`src/rtl/snake_pkg.sv`:
```
// Shared types and helpers for the snake motion engine.
package snake_pkg;
  localparam int GRID_W  = 4;
  localparam int MAX_LEN = 128;

  typedef enum logic [1:0] {
    UP    = 2'd0,
    RIGHT = 2'd1,
    DOWN  = 2'd2,
    LEFT  = 2'd3
  } dir_t;

  function automatic dir_t opposite(input dir_t d);
    return dir_t'(d ^ 2'd2);
  endfunction
endpackage

```
`src/rtl/snake_next_head.sv`:
```
// Next head cell from current head and direction.
// SNAKE_WRAP_EN: wrap modulo 16 instead of flagging the edge.
module snake_next_head
  import snake_pkg::*;
(
  input  logic [GRID_W-1:0] head_x_i,
  input  logic [GRID_W-1:0] head_y_i,
  input  dir_t              dir_i,
  output logic [GRID_W-1:0] next_x_o,
  output logic [GRID_W-1:0] next_y_o,
  output logic              oob_o
);
  logic edge_hit;

  always_comb begin
    next_x_o = head_x_i;
    next_y_o = head_y_i;
    edge_hit = 1'b0;
    unique case (1'b1)
      (dir_i == UP): begin
        next_y_o = head_y_i - 1'b1;
        edge_hit = (head_y_i == '0);
      end
      (dir_i == DOWN): begin
        next_y_o = head_y_i + 1'b1;
        edge_hit = &head_y_i;
      end
      (dir_i == LEFT): begin
        next_x_o = head_x_i - 1'b1;
        edge_hit = (head_x_i == '0);
      end
      default: begin
        next_x_o = head_x_i + 1'b1;
        edge_hit = &head_x_i;
      end
    endcase
  end

`ifdef SNAKE_WRAP_EN
  // 4-bit arithmetic already wraps; the edge is never a wall.
  assign oob_o = 1'b0 & edge_hit;
`else
  assign oob_o = edge_hit;
`endif
endmodule

```
`src/rtl/snake_body.sv`:
```
// Snake segment store and step engine feeding the collision checker.
// SNAKE_WRAP_EN selects torus wrap; otherwise edge steps are blocked.
module snake_body #(
  parameter int MAX_LEN   = 128,
  parameter int START_LEN = 3,
  parameter int START_X   = 8,
  parameter int START_Y   = 8
) (
  input  logic       clk,
  input  logic       rst,
  input  logic       move_tick,
  input  logic       freeze,
  input  logic       dir_valid,
  input  logic [1:0] dir_req,
  input  logic       grow,
  output logic [3:0] head_x,
  output logic [3:0] head_y,
  output logic [3:0] x [0:MAX_LEN-1],
  output logic [3:0] y [0:MAX_LEN-1],
  output logic [7:0] snake_length,
  output logic       move_done,
  output logic       wall_hit
);
  import snake_pkg::*;

  logic [3:0] x_q [0:MAX_LEN-1];
  logic [3:0] y_q [0:MAX_LEN-1];
  logic [3:0] x_d [0:MAX_LEN-1];
  logic [3:0] y_d [0:MAX_LEN-1];
  logic [7:0] len_q, len_d;
  dir_t       cur_q, cur_d;
  dir_t       pend_q, pend_d;
  logic       grow_q, grow_d;
  logic       done_q, done_d;
  logic       wall_q, wall_d;

  dir_t       req_dir;
  dir_t       eff_dir;
  logic       req_ok;
  logic       step;
  logic       commit;
  logic       grow_eff;
  logic [3:0] nx, ny;
  logic       oob;

  // Reverse check uses cur_q so two quick turns cannot fold into the neck.
  assign req_dir  = dir_t'(dir_req);
  assign req_ok   = dir_valid && (req_dir != opposite(cur_q));
  assign eff_dir  = req_ok ? req_dir : pend_q;
  assign grow_eff = grow_q | grow;
  assign step     = move_tick & ~freeze;
  assign commit   = step & ~oob;

  snake_next_head u_next (
    .head_x_i (x_q[0]),
    .head_y_i (y_q[0]),
    .dir_i    (eff_dir),
    .next_x_o (nx),
    .next_y_o (ny),
    .oob_o    (oob)
  );

  always_comb begin
    x_d    = x_q;
    y_d    = y_q;
    len_d  = len_q;
    cur_d  = cur_q;
    pend_d = eff_dir;
    grow_d = grow_eff;
    done_d = commit;
    wall_d = step & oob;
    if (commit) begin
      x_d[0] = nx;
      y_d[0] = ny;
      for (int i = 1; i < MAX_LEN; i++) begin
        x_d[i] = x_q[i-1];
        y_d[i] = y_q[i-1];
      end
      cur_d  = eff_dir;
      grow_d = 1'b0;
      if (grow_eff && (len_q != 8'(MAX_LEN)))
        len_d = 8'(len_q + 8'd1);
    end
  end

  always_ff @(posedge clk) begin
    if (rst) begin
      for (int i = 0; i < MAX_LEN; i++) begin
        x_q[i] <= (i < START_LEN) ? 4'(START_X - i) : 4'(START_X);
        y_q[i] <= 4'(START_Y);
      end
      len_q  <= 8'(START_LEN);
      cur_q  <= RIGHT;
      pend_q <= RIGHT;
      grow_q <= 1'b0;
      done_q <= 1'b0;
      wall_q <= 1'b0;
    end else begin
      x_q    <= x_d;
      y_q    <= y_d;
      len_q  <= len_d;
      cur_q  <= cur_d;
      pend_q <= pend_d;
      grow_q <= grow_d;
      done_q <= done_d;
      wall_q <= wall_d;
    end
  end

  assign head_x       = x_q[0];
  assign head_y       = y_q[0];
  assign x            = x_q;
  assign y            = y_q;
  assign snake_length = len_q;
  assign move_done    = done_q;
  assign wall_hit     = wall_q;
endmodule

```
`config.mk`:
```
export PLATFORM = sky130hd
export DESIGN_NAME = snake_body
export DESIGN_NICKNAME = d
export VERILOG_FILES = /design/src/rtl/snake_pkg.sv /design/src/rtl/snake_next_head.sv /design/src/rtl/snake_body.sv
export SDC_FILE = /design/constraint.sdc
export NUM_CORES = 1
export LEC_CHECK = 0
export BUFFER_PORTS_ARGS = -buffer_cell sky130_fd_sc_hd__buf_4
export CAP_MARGIN = 0
export CORE_AREA = 4 4 403 405
export CTS_BUF_LIST = sky130_fd_sc_hd__clkbuf_16
export CTS_CLUSTER_DIAMETER = 120
export DETAILED_ROUTE_END_ITERATION = 16
export DIE_AREA = 0 0 407 409
export SLEW_MARGIN = 20
export SYNTH_ARGS = -nofsm -noshare
export SYNTH_HDL_FRONTEND = slang
export SYNTH_SLANG_ARGS = --single-unit
```
`constraint.sdc`:
```
create_clock -name clk -period 4.1 [get_ports clk]
set_clock_uncertainty 0.15 [all_clocks]
set_input_delay 0.205 -clock clk [delete_from_list [all_inputs] [get_ports clk]]
set_output_delay 0.205 -clock clk [all_outputs]
set_load 0.01 [all_outputs]
```
# After elaboration in Yosys (flattened, before gate mapping)
# Cells that the tools add are included.
[classes]
add_sub_neg = 5
reduce_logical = 13
eq_ne = 4
n_bitwise = 8
mux = 4
[ops]
columns = ["cell", "count"]
rows = [
  ["4-bit case mux with 2 select lines", 2],
  ["4-bit by 1-bit adder with 4-bit output (second input constant)", 2],
  ["8-bit by 1-bit adder with 8-bit output (second input constant)", 1],
  ["4-bit zero test", 2],
  ["8-bit != test (second input constant)", 1],
  ["4-bit AND reduction", 2],
  ["4-bit by 1-bit subtractor with 4-bit output (second input constant)", 2],
  ["2-bit AND reduction", 3],
  ["2-bit == test (second input constant)", 2],
  ["1-bit inverter", 4],
  ["2-bit OR reduction", 2],
  ["1-bit bitwise AND", 3],
  ["1-bit case mux with 3 select lines", 1],
  ["1-bit logical AND", 2],
  ["2-bit zero test", 1],
  ["2-bit 2-to-1 mux", 1],
  ["2-bit != test", 1],
  ["2-bit nonzero test", 1],
  ["1-bit bitwise OR", 1],
]
[totals]
regBits = 1039
in_bits = 8
word_cells = 296
output_inout_bits = 1042

# Logic depth before layout (Yosys ltp)
[logic_depth]
depth_word = 9
depth_mapped = 11
depth_no_buf = 10

# By module
# A second synthesis with hierarchy kept.
[hier_totals]
cells_unflattened = 4562
area_unflattened_um2 = 36508.8
[modules_own_cells]
columns = ["module", "n_inst", "area_each_um2", "cells_per_inst", "seq_area_each_um2"]
rows = [
  ["snake_body", 1, 36216.0, 4525, 20799.9],
  ["snake_next_head", 1, 292.8, 37, 0.0],
]

# Least setup slack after synthesis
# OpenSTA, ideal clock, no wires.
[synth_timing]
kind = "reg2reg"
start = "register cur_q[0]"
end = "register x_q (netlist bit head_x[2])"
period_less_slack_ns = 2.928
arrival_ns = 2.651
path_stages_with_launch = 11
slack_ns = 1.172
path_buffers = 0
required_ns = 3.822
setup_time_ns = 0.128
cell_sequence = "dfxtp_1 xor2_1 or2_1 a21oi_1 nand2_1 xnor2_1 ha_1 or4_1 a2111oi_0 xnor2_1 nor2_1"
[synth_via]
elab_chain_cells = 8
word_cells_on_any_way = 13
classes_between = "eq/ne (3); mux (3); bitwise (3); reduce/logical (4)"
[synth_rtl]
columns = ["element", "line", "text"]
rows = [
  ["start: declaration", "snake_body.sv:31", "dir_t cur_q, cur_d;"],
  ["start signal: assignment", "snake_body.sv:102", "cur_q <= cur_d;"],
  ["2-bit != test *", "snake_body.sv:48", "assign req_ok = dir_valid && (req_dir != opposite(cur_q));"],
  ["1-bit logical AND *", "snake_body.sv:48", ""],
  ["2-bit 2-to-1 mux *", "snake_body.sv:49", "assign eff_dir = req_ok ? req_dir : pend_q;"],
  ["2-bit == test (tied with other cells)", "snake_next_head.sv:28", "(dir_i == LEFT): begin"],
  ["1-bit case mux with 3 select lines", "snake_next_head.sv:19", "unique case (1'b1)"],
  ["1-bit inverter", "snake_body.sv:52", "assign commit = step & ~oob;"],
  ["1-bit bitwise AND", "snake_body.sv:52", ""],
  ["2-bit AND reduction (no source line)", "--", ""],
  ["end signal: indexed assignment", "snake_body.sv:89", "x_q[i] <= (i < START_LEN) ? 4'(START_X - i) : 4'(START_X);"],
  ["end: declaration", "snake_body.sv:26", "logic [3:0] x_q [0:MAX_LEN-1];"],
]
# Mark *: on every way between the ends. The rest lies on a longest branch, timed or not.
# A chain may end at the register's enable or synchronous reset.

# Worst setup path in the final report
[layout_timing]
start = "register pend_q[1]"
end = "register grow_q"
[layout_via]
elab_chain_cells = 6
word_cells_on_any_way = 8
classes_between = "eq/ne (2); mux (2); bitwise (2); reduce/logical (2)"
[layout_rtl]
columns = ["element", "line", "text"]
rows = [
  ["start: declaration", "snake_body.sv:32", "dir_t pend_q, pend_d;"],
  ["start signal: assignment", "snake_body.sv:103", "pend_q <= pend_d;"],
  ["2-bit 2-to-1 mux *", "snake_body.sv:49", ""],
  ["2-bit == test (tied with other cells)", "snake_next_head.sv:28", ""],
  ["1-bit case mux with 3 select lines *", "snake_next_head.sv:19", ""],
  ["1-bit inverter *", "snake_body.sv:52", ""],
  ["1-bit bitwise AND *", "snake_body.sv:52", ""],
  ["2-bit OR reduction (no source line) *", "--", ""],
  ["end signal: assignment", "snake_body.sv:104", "grow_q <= grow_d;"],
  ["end: declaration", "snake_body.sv:33", "logic grow_q, grow_d;"],
]
# Marked as above.

==> flow_summary.ini <==
[min_path]
holdPathEnd = pend_q[0]$_SDFF_PP1_
min_path_type = input port to flop
min_from = dir_valid
whs_path_depth = 5

[placement]
dp_cells = 7416
gp_congestion = 0.867
dp_hpwl_um = 101000
numPortBuffers = 1049

[sta]
tns_ns = 0
post-route-period-util = 0.869
worst_pin_slew_ns = 0.916
setup_violations = 0
rsz0062_at_grt = false
post-route-min-period_ns = 3.56
slew_headroom = 0.389
drv_slew = 0
finalHoldViolations = 0
fmax_mhz = 281

[routing]
dr.pass1.iters = 5
wl_met2_um = 66400
ant_nets = 0
drt_wl_total_um = 138000
drtIter0Drc = 2444
top_layer = met5
vias_per_cell = 4.44
avgRoutedWirePerCell_um = 18.2
routed-wl-met3_um = 9430
vias = 33900
drcViolationCount = 0
met1_length_um = 55700

[clock_network]
numCtsBuffers = 110
cts_tree = yes
htree_levels = 3
cts_buffer_depth = 3
cts_resized = 0
cts-root-buf = clkbuf_16
cts_hold_buf = 10
cts_sinks = 1039
clock_latency_ns = 0.70
clk_pin_slew_ns = 0.06
postCtsSetupBuffers = 0

[job]
drv_cap = 0

[yosys]
syn_nets = 4576
syn_area_per_cell_um2 = 8.01
yosysTopAreaCell = dfxtp_1
ys_warn_count = 0
yosys.area.top_type_share = 0.569
ys_seq_elements = 1039
synth.distinct_cells = 45
netlist_instances = 4562
synth-async-reset-ratio = 0
synth_flop_cell = dfxtp_1
synth_area_um2 = 36600
synth_area_leaders = dfxtp_1 57%, nand2_1 21%, a21oi_1 11%
synth_edf_count = 0
synth_seq_area_share = 0.569

[critical_path]
path_buf_inv = 3
cpMostUsedCell = dlygate4sd3_1
path_cells = a21oi_1, dlygate4sd3_1, a21o_1, or4b_4, nand2_4, buf_12, nor3_1, dlygate4sd3_1
cp-end-kind = flop
reg2reg_from = pend_q[1]$_SDFF_PP0_
slowest_stage = or4b_4
required_ns = 4.54
crit_fanout = 85
cpPeakStageDelay_ns = 0.60
start_kind = flop
rr_endpoint = grow_q$_SDFF_PP0_
critPathKind = flop to flop
r2r_slack_ns = 0.54
r2r_cells = 8
path_delay_family = buffers and inverters
arrival_ns = 4.00

[pwr]
comb_power_share = 0.090
power_mw = 22.9
switchingPower_mw = 5.86
clockPowerShare = 0.447
cellPowerDensity_nw_per_um2 = 455
leakage_nw = 20.2
vdd_drop_max_mv = 0.299
seq_power_share = 0.463
switching_share = 0.256
p_int_mw = 17.1

[cells_and_area]
syn2layout_area_growth_pct = 37.6
postLayoutCoreUtil = 0.318
drive_gt1_frac = 0.234
nNetsFinal = 5480
stdcell_count = 7625

[grt]
grt_pass1_vias = 31400
track_usage = 0.155
grt_max_degree = 133
overflow = 0
grt_antenna_before_repair = 4
grt_first_pass_wirelength_um = 201000

[floorplanning]
initial_core_util = 0.231
die_w_um = 407
die_y_um = 409
die-area_um2 = 166000
fp.coreArea_um2 = 158000
row_count = 146
io_pins = 1050

[status]
outcome = finished, final reports clean
power by group through the flow:
stage | Clock, mW | Combinational, mW | Sequential [mW]
after global placement | 0 | 2.05 | 10.8
after CTS | 10.5 | 2.09 | 10.6
after detailed placement | 0 | 2.07 | 10.8
after floorplan | 0 | 1.09 | 10.9
after global routing | 10.9 | 2.26 | 10.6
final | 10.2 | 2.07 | 10.6
cell usage in the layout (no fill, tap or decap), types with 5 or more instances in the layout:
master | synthesis | final
nor4_1 | 5 | 5
xnor2_1 | 8 | 8
clkbuf_16 | 0 | 110
ha_1 | 5 | 5
clkinv_4 | 0 | 5
clkinv_1 | 0 | 28
clkinv_2 | 0 | 19
dlygate4sd3_1 | 0 | 10
a21oi_1 | 772 | 772
bufinv_16 | 0 | 17
buf_12 | 0 | 35
nor2_1 | 15 | 15
buf_4 | 8 | 1099
nand3_1 | 7 | 7
dfxtp_1 | 1039 | 1039
nand2_1 | 2039 | 2038
o21ai_0 | 6 | 6
inv_1 | 5 | 15
nand3b_1 | 257 | 257
cells by family after synthesis:
logic type,after synthesis,synth area share
buffers and inverters,358,0.0444
AND/OR/NAND/NOR,2347,0.270
flip-flops,1039,0.569
multiplexers,3,0.000856
AO/OA/AOI/OAI,798,0.111
XOR/XNOR,11,0.00264
adder cells (fa/ha/maj),6,0.00226
metrics by stage:
stage	hold WS [ns]	cell area, um2	setup WS [ns]
after global placement	0.291	46500	0.894
after detailed placement	0.297	46500	0.818
after global routing	0.147	50300	0.437
after floorplan	0.272	36600	1.17
after CTS	0.0379	50300	0.563
final	0.147	50300	0.537
area by class of cell:
cell class              instances  area (um2)
multi-input cells            3165       14200
clock inverters                88         938
fillers                     16700      108000
well taps                    2072        2590
inverters                       5        18.8
diodes                          1        2.50
repair buffers               1145        9070
clock buffers                 110        2750
flip-flops and latches       1039       20800
layer usage:
metal	vias to the layer above	global-route usage
met2	996	0.261
met5	-	0
met3	289	0.0432
met1	16100	0.183
li1	16500	-
met4	2	0.0727
worst max-delay path by stage:
stage / end / from / slack, ns / cells past startpoint
6_report: grow_q$_SDFF_PP0_ / pend_q[1]$_SDFF_PP0_ / 0.54 / 8
3_5_place_dp: y[38]$_SDFFE_PP0P_ / cur_q[0]$_SDFFE_PP1P_ / 0.82 / 9
4_1_cts: grow_q$_SDFF_PP0_ / pend_q[1]$_SDFF_PP0_ / 0.56 / 8
2_1_floorplan: head_x[2]$_SDFFE_PP0P_ / cur_q[0]$_SDFFE_PP1P_ / 1.17 / 10
3_3_place_gp: y[34]$_SDFFE_PP0P_ / cur_q[0]$_SDFFE_PP1P_ / 0.89 / 9
5_1_grt: grow_q$_SDFF_PP0_ / pend_q[1]$_SDFF_PP0_ / 0.44 / 8
sequential cells by signal (all words and copies together) (netlist names):
register / flops
x: 508
y: 508
snake_length: 8
head_x: 4
head_y: 4
cur_q: 2
pend_q: 2
grow_q: 1
move_done: 1
wall_hit: 1
worst min-delay path, delay by kind of cell:
kind            cells  cell delay [ns]
simple gates        3             0.55
buf+inv             1             0.11
compound gates      1             0.07
Yosys cell counts (5+ instances only):
library cell,count
nand2_1,2039
dfxtp_1,1039
a21oi_1,772
nand3b_1,257
buf_2,191
clkbuf_1,152
nor2_1,15
buf_4,8
xnor2_1,8
nand3_1,7
o21ai_0,6
ha_1,5
inv_1,5
nor4_1,5
(Power assumes the default switching activity.)
